--- src/rtl/rv32i_ctrl_pkg.sv ---
// Shared types and constants for the RV32I multicycle control unit.
// FSM state codes, opcode values and the per-instruction control bundle.
package rv32i_ctrl_pkg;

  typedef logic [2:0] state_t;

  localparam state_t FETCH  = 3'd0;
  localparam state_t DECODE = 3'd1;
  localparam state_t EXE    = 3'd2;
  localparam state_t L_MEM  = 3'd3;
  localparam state_t L_WB   = 3'd4;
  localparam state_t S_RD   = 3'd5;
  localparam state_t S_WR   = 3'd6;

  localparam logic [6:0] OP_R     = 7'b0110011;
  localparam logic [6:0] OP_I     = 7'b0010011;
  localparam logic [6:0] OP_LUI   = 7'b0110111;
  localparam logic [6:0] OP_AUIPC = 7'b0010111;
  localparam logic [6:0] OP_JAL   = 7'b1101111;
  localparam logic [6:0] OP_JALR  = 7'b1100111;
  localparam logic [6:0] OP_B     = 7'b1100011;
  localparam logic [6:0] OP_L     = 7'b0000011;
  localparam logic [6:0] OP_S     = 7'b0100011;

  localparam logic [3:0] ALU_ADD = 4'b0000;

  localparam logic [2:0] WD_ALU    = 3'd0;
  localparam logic [2:0] WD_LOAD   = 3'd1;
  localparam logic [2:0] WD_IMM    = 3'd2;
  localparam logic [2:0] WD_PC_IMM = 3'd3;
  localparam logic [2:0] WD_PC_4   = 3'd4;

  typedef struct packed {
    logic       reg_we;
    logic [3:0] alu_ctrl;
    logic       alu_src;
    logic [2:0] wd_sel;
    logic       branch;
    logic       jal;
    logic       jalr;
    logic       is_load;
    logic       is_store;
    logic       illegal;
  } ctrl_t;

endpackage

--- src/rtl/rv32i_instr_decoder.sv ---
// Combinational instruction decoder: maps an RV32I instruction word to the
// EXE-phase control bundle. Unknown opcodes decode to a flagged NOP.
module rv32i_instr_decoder
  import rv32i_ctrl_pkg::*;
(
  input  logic [31:0] instr_code,
  output ctrl_t       ctrl
);

  logic [6:0] opcode;
  logic [2:0] funct3;
  logic       funct7_5;
  logic       unused_bits;

  assign opcode      = instr_code[6:0];
  assign funct3      = instr_code[14:12];
  assign funct7_5    = instr_code[30];
  assign unused_bits = ^{instr_code[31], instr_code[29:15], instr_code[11:7]};

  always_comb begin
    ctrl = '0;
    case (opcode)
      OP_R: begin
        ctrl.reg_we   = 1'b1;
        ctrl.alu_ctrl = {funct7_5, funct3};
      end
      OP_I: begin
        // only the shift-right pair uses funct7[5] to pick SRAI over SRLI
        ctrl.reg_we   = 1'b1;
        ctrl.alu_src  = 1'b1;
        ctrl.alu_ctrl = {(funct3 == 3'b101) ? funct7_5 : 1'b0, funct3};
      end
      OP_LUI: begin
        ctrl.reg_we = 1'b1;
        ctrl.wd_sel = WD_IMM;
      end
      OP_AUIPC: begin
        ctrl.reg_we = 1'b1;
        ctrl.wd_sel = WD_PC_IMM;
      end
      OP_JAL: begin
        ctrl.reg_we = 1'b1;
        ctrl.jal    = 1'b1;
        ctrl.wd_sel = WD_PC_4;
      end
      OP_JALR: begin
        ctrl.reg_we = 1'b1;
        ctrl.jal    = 1'b1;
        ctrl.jalr   = 1'b1;
        ctrl.wd_sel = WD_PC_4;
      end
      OP_B: begin
        ctrl.branch   = 1'b1;
        ctrl.alu_ctrl = {1'b0, funct3};
      end
      OP_L: begin
        ctrl.is_load  = 1'b1;
        ctrl.alu_src  = 1'b1;
        ctrl.alu_ctrl = ALU_ADD;
      end
      OP_S: begin
        ctrl.is_store = 1'b1;
        ctrl.alu_src  = 1'b1;
        ctrl.alu_ctrl = ALU_ADD;
      end
      default: ctrl.illegal = 1'b1;
    endcase
  end

endmodule

--- src/rtl/rv32i_mc_control_unit.sv ---
// Multicycle RV32I control FSM: sequences fetch/decode/execute and the
// load / read-modify-write store bus phases, gating decoder outputs by state.
module rv32i_mc_control_unit
  import rv32i_ctrl_pkg::*;
(
  input  logic        clk,
  input  logic        reset,
  input  logic [31:0] instrCode,
  input  logic        busReady,
  output logic        regFileWe,
  output logic [3:0]  aluControl,
  output logic        aluSrcMuxSel,
  output logic [2:0]  RFWDSrcMuxSel,
  output logic        branch,
  output logic        jal,
  output logic        jalr,
  output logic [2:0]  L_mode,
  output logic [2:0]  S_mode,
  output logic        PC_En,
  output logic        busReq,
  output logic        busWe,
  output logic        instrRetired,
  output logic        illegalInstr
);

  state_t     state;
  state_t     state_next;
  ctrl_t      ctrl;
  logic [2:0] funct3;
  logic       in_instr;

  assign funct3 = instrCode[14:12];

  rv32i_instr_decoder u_decoder (
    .instr_code (instrCode),
    .ctrl       (ctrl)
  );

  always_ff @(posedge clk or posedge reset) begin
    if (reset) state <= FETCH;
    else       state <= state_next;
  end

  always_comb begin
    state_next = state;
    case (state)
      FETCH:   state_next = DECODE;
      DECODE:  state_next = EXE;
      EXE:     state_next = ctrl.is_load  ? L_MEM :
                            ctrl.is_store ? S_RD  : FETCH;
      L_MEM:   if (busReady) state_next = L_WB;
      L_WB:    state_next = FETCH;
      S_RD:    if (busReady) state_next = S_WR;
      S_WR:    if (busReady) state_next = FETCH;
      default: state_next = FETCH;
    endcase
  end

  // instrCode is stable from DECODE on, so decoded ALU/mode fields stay
  // constant across EXE and every bus phase, keeping busAddr steady.
  always_comb begin
    regFileWe     = 1'b0;
    aluControl    = '0;
    aluSrcMuxSel  = 1'b0;
    RFWDSrcMuxSel = WD_ALU;
    branch        = 1'b0;
    jal           = 1'b0;
    jalr          = 1'b0;
    L_mode        = '0;
    S_mode        = '0;
    PC_En         = 1'b0;
    busReq        = 1'b0;
    busWe         = 1'b0;
    instrRetired  = 1'b0;
    illegalInstr  = 1'b0;
    in_instr      = (state != FETCH) && (state != DECODE);

    if (in_instr) begin
      aluControl   = ctrl.alu_ctrl;
      aluSrcMuxSel = ctrl.alu_src;
      L_mode       = ctrl.is_load  ? funct3 : 3'b000;
      S_mode       = ctrl.is_store ? funct3 : 3'b000;
    end

    case (state)
      FETCH: PC_En = 1'b1;
      EXE: begin
        regFileWe     = ctrl.reg_we;
        RFWDSrcMuxSel = ctrl.wd_sel;
        branch        = ctrl.branch;
        jal           = ctrl.jal;
        jalr          = ctrl.jalr;
        illegalInstr  = ctrl.illegal;
        instrRetired  = !(ctrl.is_load || ctrl.is_store);
      end
      L_MEM: busReq = 1'b1;
      L_WB: begin
        regFileWe     = 1'b1;
        RFWDSrcMuxSel = WD_LOAD;
        instrRetired  = 1'b1;
      end
      S_RD: busReq = 1'b1;
      S_WR: begin
        busReq       = 1'b1;
        busWe        = 1'b1;
        instrRetired = busReady;
      end
      default: ;
    endcase
  end

endmodule

--- config.mk ---
export PLATFORM = sky130hd
export DESIGN_NAME = rv32i_mc_control_unit
export DESIGN_NICKNAME = d
export VERILOG_FILES = /design/src/rtl/rv32i_ctrl_pkg.sv /design/src/rtl/rv32i_instr_decoder.sv /design/src/rtl/rv32i_mc_control_unit.sv
export SDC_FILE = /design/constraint.sdc
export NUM_CORES = 1
export LEC_CHECK = 0
export CAP_MARGIN = 30
export CORE_ASPECT_RATIO = 0.7
export CORE_MARGIN = 2
export CORE_UTILIZATION = 24
export DETAILED_ROUTE_END_ITERATION = 6
export PLACE_DENSITY = 0.85
export SYNTH_ARGS = -nofsm -noshare
export SYNTH_HDL_FRONTEND = slang
export SYNTH_SLANG_ARGS = --single-unit
--- constraint.sdc ---
create_clock -name clk -period 1.8 [get_ports clk]
set_input_delay 0.54 -clock clk [delete_from_list [all_inputs] [get_ports clk]]
set_output_delay 0.54 -clock clk [all_outputs]
set_load 0.005 [all_outputs]
==> Yosys cells after proc, flatten, opt, wreduce, memory -nomap -nowiden <==
Cells that the tools add are included.
{ "word_totals": {"ff_bits": 3, "latchBits": 0, "ramBits": 0, "romBits": 0, "in_bits": 35, "output_inout_bits": 23, "elab_cells": 65, "n_memories": 0} }
{ "op_classes": {"add_sub_neg": 0, "multipliers": 0, "div_mod_pow": 0, "magnitude_cmp": 0, "eq_ne": 20, "shift": 0, "mux": 33, "bitwise": 0, "n_reduce_logical": 11} }
{ "ops": {"columns": ["operator", "n"], "rows": [
  ["$mux 3", 9],
  ["$eq 7x6->1 const B", 3],
  ["$eq 7x7->1 const B", 3],
  ["$pmux 3 s6", 1],
  ["$mux 1", 17],
  ["$eq 7x5->1 const B", 2],
  ["$eq 3x3->1 const B", 4],
  ["$pmux 4 s3", 1],
  ["$pmux 3 s3", 1],
  ["$reduce_or 9->1", 1],
  ["$eq 7x2->1 const B", 1],
  ["$eq 3x2->1 const B", 2],
  ["$ne 2x2->1 const B", 3],
  ["$pmux 3 s2", 1],
  ["$reduce_or 3->1", 2],
  ["$reduce_or 6->1", 1],
  ["$mux 4", 1],
  ["$eq 3x1->1 const B", 1],
  ["$logic_not 3->1", 1],
  ["$ne 3x1->1 const B", 1],
  ["$pmux 1 s3", 1],
  ["$reduce_and 3->1", 1],
  ["$reduce_bool 3->1", 1],
  ["$pmux 1 s2", 1],
  ["other kinds (4)", 4]
]} }

==> Longest topological paths before layout <==
Gate-level depths: netlist (run 1).
{ "logic_depth": {"ltp_word": 5, "depth_mapped": 4, "depth_no_buf": 3} }

==> Cells and area by module <==
A second synthesis (run 1) with hierarchy kept.
{ "hier_totals": {"hier_cells": 89, "hier_area_um2": 630.6} }
{ "modules_own_cells": {"columns": ["mod", "instances", "cells_per_inst", "area_per_inst_um2", "seq_area_each_um2"], "rows": [
  ["rv32i_mc_control_unit", 1, 58, 425.4, 75.1],
  ["rv32i_instr_decoder", 1, 31, 205.2, 0.0]
]} }

==> Worst setup path after synthesis (run 1) <==
OpenSTA, ideal clock, no wires.
{ "synth_timing": {"path_type": "input -> output", "start": "in instrCode[6]", "end": "out regFileWe", "arrival_time_ns": 1.397, "t_required_ns": 1.260, "slack_ns": -0.137, "path_stages": 4, "n_path_buf": 1, "path_cell_list": "clkbuf_1 > nor3b_1 > a41oi_1 > a21oi_1"} }
{ "synth_via": {"elab_chain_len": 4, "word_cells_on_any_way": 9} }
{ "synth_rtl": {"columns": ["item", "line_no", "rtl"], "rows": [
  ["start: declaration", "rv32i_mc_control_unit.sv:8", "input logic [31:0] instrCode,"],
  ["$eq 7x6->1, or another cell as far along", "rv32i_instr_decoder.sv:22", "case (opcode)"],
  ["$reduce_or 6->1 (no source line) *", null, null],
  ["$mux 1 *", "rv32i_instr_decoder.sv:22", null],
  ["$pmux 1 s2 *", "rv32i_mc_control_unit.sv:85", "case (state)"],
  ["end: declaration", "rv32i_mc_control_unit.sv:10", "output logic regFileWe,"]
]} }
Every way passes the cells marked *; elsewhere a longest branch is shown, timed or not.

==> Worst setup path after layout (run 1) <==
{ "layout_timing": {"start": "in instrCode[3]", "end": "out S_mode[0]"} }
{ "layout_via": {"elab_chain_len": 4} }
{ "layout_rtl": {"columns": ["item", "line_no", "rtl"], "rows": [
  ["$eq 7x6->1", "rv32i_instr_decoder.sv:22", null],
  ["$mux 1", "rv32i_instr_decoder.sv:22", null],
  ["$mux 3", "rv32i_mc_control_unit.sv:82", "S_mode = ctrl.is_store ? funct3 : 3'b000;"],
  ["$mux 3", "rv32i_mc_control_unit.sv:78", "if (in_instr) begin"],
  ["end: declaration", "rv32i_mc_control_unit.sv:18", "output logic [2:0] S_mode,"]
]} }
No other way between the ends.

==> impl_metrics.tcl, run 1 <==
set metrics [dict create \
    run_status "finished, violations left" \
    violations_in_the_final_reports "negative setup slack" \
    synth_simple_gate_area_frac 0.507 \
    grt_antenna_before_repair 0 \
    placeableCoreArea_um2 2100 \
    r2r_end "state[0]" \
    hold_path_class "primary input to async pin" \
    synth_area_um2 520 \
    clkSlewWorstSetupHoldPaths_ps 40 \
    cp.buffers_inverters 4 \
    antenna_cells 0 \
    worstReg2RegStart "state[1]" \
    timing.reg2reg.setup_slack_ps 260 \
    final_net_count 195 \
    yosys_warnings 0 \
    synth_xor_xnor_area_share 0.0168 \
    layout-area-overhead-vs-synth_pct 173 \
    post_synth_inst_count 78 \
    regMostFlops "state" \
    fin_crit_ps 2140 \
    start_util 0.248 \
    grt_overflow 0 \
    ys.flop_type "sky130_fd_sc_hd__dfrtp_1" \
    synthesis.nets 113 \
    vias_per_inst 5.56 \
    power_per_cell_area_nw_per_um2 970 \
    clock-root-buffer "sky130_fd_sc_hd__clkbuf_4" \
    cp.required_ps 1260 \
    timing_hold_violations_final 0 \
    route.detailed.drc 0 \
    fmaxAchievable_ghz 0.468 \
    postLayoutSetupSlackWorst_ps -338 \
    drive_above_1_share 0.717 \
    final.setup_skew_ps 1.71 \
    worst_r2r_path_depth 7 \
    gp_congestion 0.834 \
    setup_viol_count_final 21 \
    grt_first_pass_wirelength_um 4810 \
    finalMaxSlewViolations 0 \
    number_of_flip_flops_under_the_largest_register_name 3 \
    seq_area_um2 77.6 \
    synth_fa_ha_area_frac 0 \
    maximum_level_of_the_cts_h_tree 1 \
    post_synthesis_compound_gate_area_fraction 0.250 \
    fin_hold_ws_ps 477 \
    postRouteWirelength_um 3330 \
    min_period_over_period 1.19 \
    placementRows 14 \
    post_synth.cell_area_avg_um2 6.67 \
    cts-root-to-sink-buffers 2 \
    dieWidth_um 59.7 \
    power_w 0.00138 \
    tightest_slew_ps 373 \
    postLayoutCellArea_um2 1420 \
    combinational_family_with_the_most_area_after_synthesis "simple AND/OR/NAND/NOR gates" \
    netlist-cell-type-count 30 \
    cts_sinks 3 \
    dr_total_vias 1017 \
    synth-edff-count 0 \
    pin_count_of_the_biggest_net_entering_global_routing 13 \
    preCtsSetupSlack_ps -1050 \
    multi_input_comb_area_um2 619 \
    chipHeight_um 43.0 \
    critPathMostFrequentCell "sky130_fd_sc_hd__buf_6" \
    drtPass1Iterations 4 \
    synthMuxAreaShare 0 \
    max-vdd-ir-drop_v 0.000584 \
    layout.core_utilization 0.676 \
    clock_tree_from_tritoncts "yes" \
    setup.worst_path.end_class "output port" \
    die_area_um2 2560 \
    crit_family "simple AND/OR/NAND/NOR gates" \
    ant_nets_after_route 0 \
    port_buffers 36 \
    postPlaceCellArea_um2 1110 \
    grt_pass1_vias 1010 \
    cp-start-kind "primary input" \
    slowest_delay_ps 240 \
    cap_violations 0 \
    p_leak_nw 0.676 \
    timing.critical_path.fanout_max 5 \
    synth.yosys.seq_area_share 0.144 \
    ys_ff_latch 3 \
    detailedPlacementHpwl_um 1700 \
    stages_on_worst_setup_path 7 \
    grt_setup_unrepaired "true" \
    worst-endpoint-arrival_ps 1600 \
    clkLatencyLatePin_ps 240 \
    path_cells "buf_6, nand4bb_1, buf_6, buf_6, nor4_4, and2_1, buf_2" \
    io-pin-count 58 \
    crit_path_top_delay_cell "sky130_fd_sc_hd__nor4_4" \
    detail_route.wl_per_cell_um 18.2 \
    n_fill_cell 157 \
    crit_path_start "instrCode[3]" \
    slew_headroom 0.748 \
    path_class "primary input to output port" \
    largest_registers "state x3" \
    tritoncts.num_buffers 3 \
    share_of_async_settable_or_async_resettable_flops_after_synthesis 1.00 \
    globalRouteTotalUtil 0.253 \
    drt_iter0_drc 38 \
]
## worst register-to-register path: cells and delay by family (launching register included)
family	cells	cell delay [ps]
simple gates	1	140
buf+inv	4	520
compound gates	2	320
flops	1	430
## cells by family after synthesis
logic type,count (synthesis)
and+or+nand+nor,43
DFF,3
buffers and inverters,11
xor gates and xnor gates,1
AOI/OAI and AO/OA,20
## cells in the mapped netlist, drive strengths merged (2+ instances only)
| cell type | n | area (um^2) |
|---|---|---|
| and3 | 5 | 31.3 |
| dfrtp | 3 | 75.1 |
| inv | 5 | 18.8 |
| nor2b | 4 | 25.0 |
| nand2 | 2 | 7.51 |
| nand3 | 3 | 15.0 |
| nor2 | 6 | 22.5 |
| nand2b | 2 | 12.5 |
| a21oi | 7 | 35.0 |
| o31ai | 2 | 15.0 |
| o21ai | 3 | 15.0 |
| nor3 | 5 | 25.0 |
| and2 | 6 | 37.5 |
| nor4bb | 3 | 30.0 |
| a41oi | 3 | 26.3 |
| clkbuf | 5 | 18.8 |
## how the worst max path moves through the flow
| stage | slack, ps | to |
|---|---|---|
| floorplan | -10 | regFileWe |
| detailed placement | -1050 | aluControl[2] |
| CTS | -300 | aluControl[3] |
| global route | -400 | aluControl[3] |
| global placement | -1010 | regFileWe |
| finish | -340 | S_mode[0] |
## area by class of cell
cell class | instances | share of cell area
timing repair buffer | 83 | 0.456
multi-input combinational | 64 | 0.436
sequential | 3 | 0.0546
tap | 24 | 0.0211
clock buffer | 4 | 0.0185
inverter | 5 | 0.0132
## layout by cell type (no fill, tap or decap), types with 3 or more instances in the layout
cell | netlist | routed
sky130_fd_sc_hd__a21oi_1 | 7 | 5
sky130_fd_sc_hd__nand3_1 | 3 | 3
sky130_fd_sc_hd__buf_2 | 1 | 20
sky130_fd_sc_hd__and3_4 | 0 | 4
sky130_fd_sc_hd__and2_1 | 6 | 6
sky130_fd_sc_hd__clkbuf_4 | 0 | 3
sky130_fd_sc_hd__clkdlybuf4s50_1 | 0 | 3
sky130_fd_sc_hd__buf_6 | 0 | 17
sky130_fd_sc_hd__buf_4 | 0 | 38
sky130_fd_sc_hd__inv_1 | 5 | 4
sky130_fd_sc_hd__o21ai_0 | 3 | 3
sky130_fd_sc_hd__nor3_2 | 0 | 4
sky130_fd_sc_hd__dlygate4sd2_1 | 0 | 3
## through the flow
| step | setup TNS, ps | instances |
|---|---|---|
| floorplan | -38.9 | 78 |
| global placement | -19440 | 158 |
| detailed placement | -20370 | 158 |
| CTS | -4320 | 173 |
| global route | -6500 | 183 |
| finish | -5470 | 183 |
## power breakdown
| part | internal [W] | switching (W) |
|---|---|---|
| registers | 0.000102 | 0.0000373 |
| clock network | 0.0000835 | 0.0000411 |
| logic | 0.000591 | 0.000522 |
## per-layer routing
layer  track usage  share of wire  routed length [um]
met4         0.187          0.081                 269
met3        0.0396          0.069                 229
met1         0.269           0.37                1240
met2         0.443           0.48                1590
met5             0              0                   0
## repair_timing
item	in CTS	in global routing
hold buffers	0	0
pin swaps	26	15
setup buffers	11	11
resized for setup	159	23
setup endpoints to repair	25	22
Power figures use the tool's default switching activity.
==> run 2, diff against run 1 <==
--- a/config.mk
+++ b/config.mk
@@ -14,3 +14,4 @@
 export SYNTH_ARGS = -nofsm -noshare
 export SYNTH_HDL_FRONTEND = slang
 export SYNTH_SLANG_ARGS = --single-unit
+export TNS_END_PERCENT = 1
==> impl_metrics.tcl, run 2 (synthesis gave the netlist of run 1 again) <==
set metrics [dict create \
    clock_tree_from_tritoncts "yes" \
    drive_above_1_share 0.600 \
    worst-endpoint-arrival_ps 1630 \
    n_fill_cell 199 \
    cp.required_ps 1260 \
    grt_pass1_vias 885 \
    violations_in_the_final_reports "negative setup slack" \
    path_class "primary input to output port" \
    clock-root-buffer "sky130_fd_sc_hd__clkbuf_4" \
    placementRows 14 \
    path_cells "buf_6, nand4bb_4, buf_4, o31ai_2, a21oi_1, clkdlybuf4s15_2" \
    start_util 0.248 \
    globalRouteTotalUtil 0.187 \
    port_buffers 36 \
    min_period_over_period 1.21 \
    cts_sinks 3 \
    clkSlewWorstSetupHoldPaths_ps 40 \
    clkLatencyLatePin_ps 240 \
    slowest_delay_ps 270 \
    grt_antenna_before_repair 0 \
    final.setup_skew_ps 2.34 \
    placeableCoreArea_um2 2100 \
    fmaxAchievable_ghz 0.461 \
    cap_violations 0 \
    grt_first_pass_wirelength_um 3710 \
    dieWidth_um 59.7 \
    p_leak_nw 0.608 \
    ant_nets_after_route 0 \
    max-vdd-ir-drop_v 0.000445 \
    fin_crit_ps 2170 \
    tritoncts.num_buffers 3 \
    drt_iter0_drc 15 \
    detailedPlacementHpwl_um 1620 \
    cp.buffers_inverters 3 \
    finalMaxSlewViolations 0 \
    route.detailed.drc 0 \
    grt_overflow 0 \
    placedCellCount 157 \
    layout-area-overhead-vs-synth_pct 136 \
    number_of_flip_flops_under_the_largest_register_name 3 \
    slew_headroom 0.739 \
    postRouteWirelength_um 2370 \
    timing.critical_path.fanout_max 5 \
    detail_route.wl_per_cell_um 14.0 \
    gp_congestion 0.854 \
    antenna_cells 0 \
    chipHeight_um 43.0 \
    run_status "finished, violations left" \
    largest_registers "state x3" \
    dr_total_vias 867 \
    pin_count_of_the_biggest_net_entering_global_routing 13 \
    setup_viol_count_final 20 \
    cp-start-kind "primary input" \
    hold_buffers 0 \
    maximum_level_of_the_cts_h_tree 1 \
    postLayoutSetupSlackWorst_ps -370 \
    grt_setup_unrepaired "true" \
    io-pin-count 58 \
    vias_per_inst 5.13 \
    cts-root-to-sink-buffers 2 \
    final_net_count 181 \
    power_per_cell_area_nw_per_um2 861 \
    drtPass1Iterations 4 \
    commonest_cells_after_routing_fill_and_taps_aside "sky130_fd_sc_hd__buf_4, sky130_fd_sc_hd__buf_2, sky130_fd_sc_hd__buf_6" \
    crit_family "buffers and inverters" \
    final_cell_count_no_fill 169 \
    hold_path_class "primary input to async pin" \
    setup.worst_path.end_class "output port" \
    timing_hold_violations_final 0 \
    regMostFlops "state" \
    crit_path_top_delay_cell "sky130_fd_sc_hd__nand4bb_4" \
    die_area_um2 2560 \
    layout_commonest_cell "sky130_fd_sc_hd__buf_4" \
    layout.core_utilization 0.584 \
    tightest_slew_ps 386 \
]
-- run 2: routing by layer --
metal / vias to the layer above / routed length (um) / track usage
li1: 422 / - / -
met1: 406 / 1030 / 0.221
met2: 37 / 1160 / 0.337
met3: 2 / 156 / 0.0305
met4: 0 / 19 / 0.0578
met5: - / 0 / 0
-- run 2: cell type report --
type | count | area (um^2) | share of cell area
Multi-Input combinational cell | 64 | 546 | 0.444
Timing Repair Buffer | 69 | 532 | 0.433
Sequential cell | 3 | 75.1 | 0.0612
Tap cell | 24 | 30.0 | 0.0245
Clock buffer | 4 | 26.3 | 0.0214
Inverter | 5 | 18.8 | 0.0153
-- run 2: repair_timing --
item	CTS	global route
pin swaps	18	5
gates resized for setup	107	36
hold endpoints to repair	0	0
buffers inserted	4	5
endpoints found under the setup margin	25	23
-- run 2: final timing paths --
kind,start,to,slack [ps],cells after the start
setup / recovery,instrCode[3],instrRetired,-370,6
hold / removal,reset,state[1],470,2
setup reg to reg,state[1],state[2],340,4
hold reg to reg,state[0],state[0],660,2
max in group asynchronous,reset,state[0],1210,2
min in group clk,state[0],state[0],660,2
-- run 2: through the flow --
stage	setup WS [ps]	setup TNS [ps]	power, W	hold WS [ps]	cell area (um^2)
2_1_floorplan	-15.4	-65.0	0.000442	294	552
3_5_place_dp	-1080	-20620	0.000808	638	1100
6_report	-370	-4880	0.00106	468	1230
4_1_cts	-478	-7240	0.000958	471	1180
5_1_grt	-427	-6320	0.00113	507	1230
3_3_place_gp	-1050	-20350	0.000784	624	1100
-- run 2: where the power goes --
part	internal [W]	leakage, nW	switching, W
Combinational	0.000421	0.555	0.000395
Clock	0.0000834	0.0150	0.0000403
Sequential	0.0000982	0.0383	0.0000178
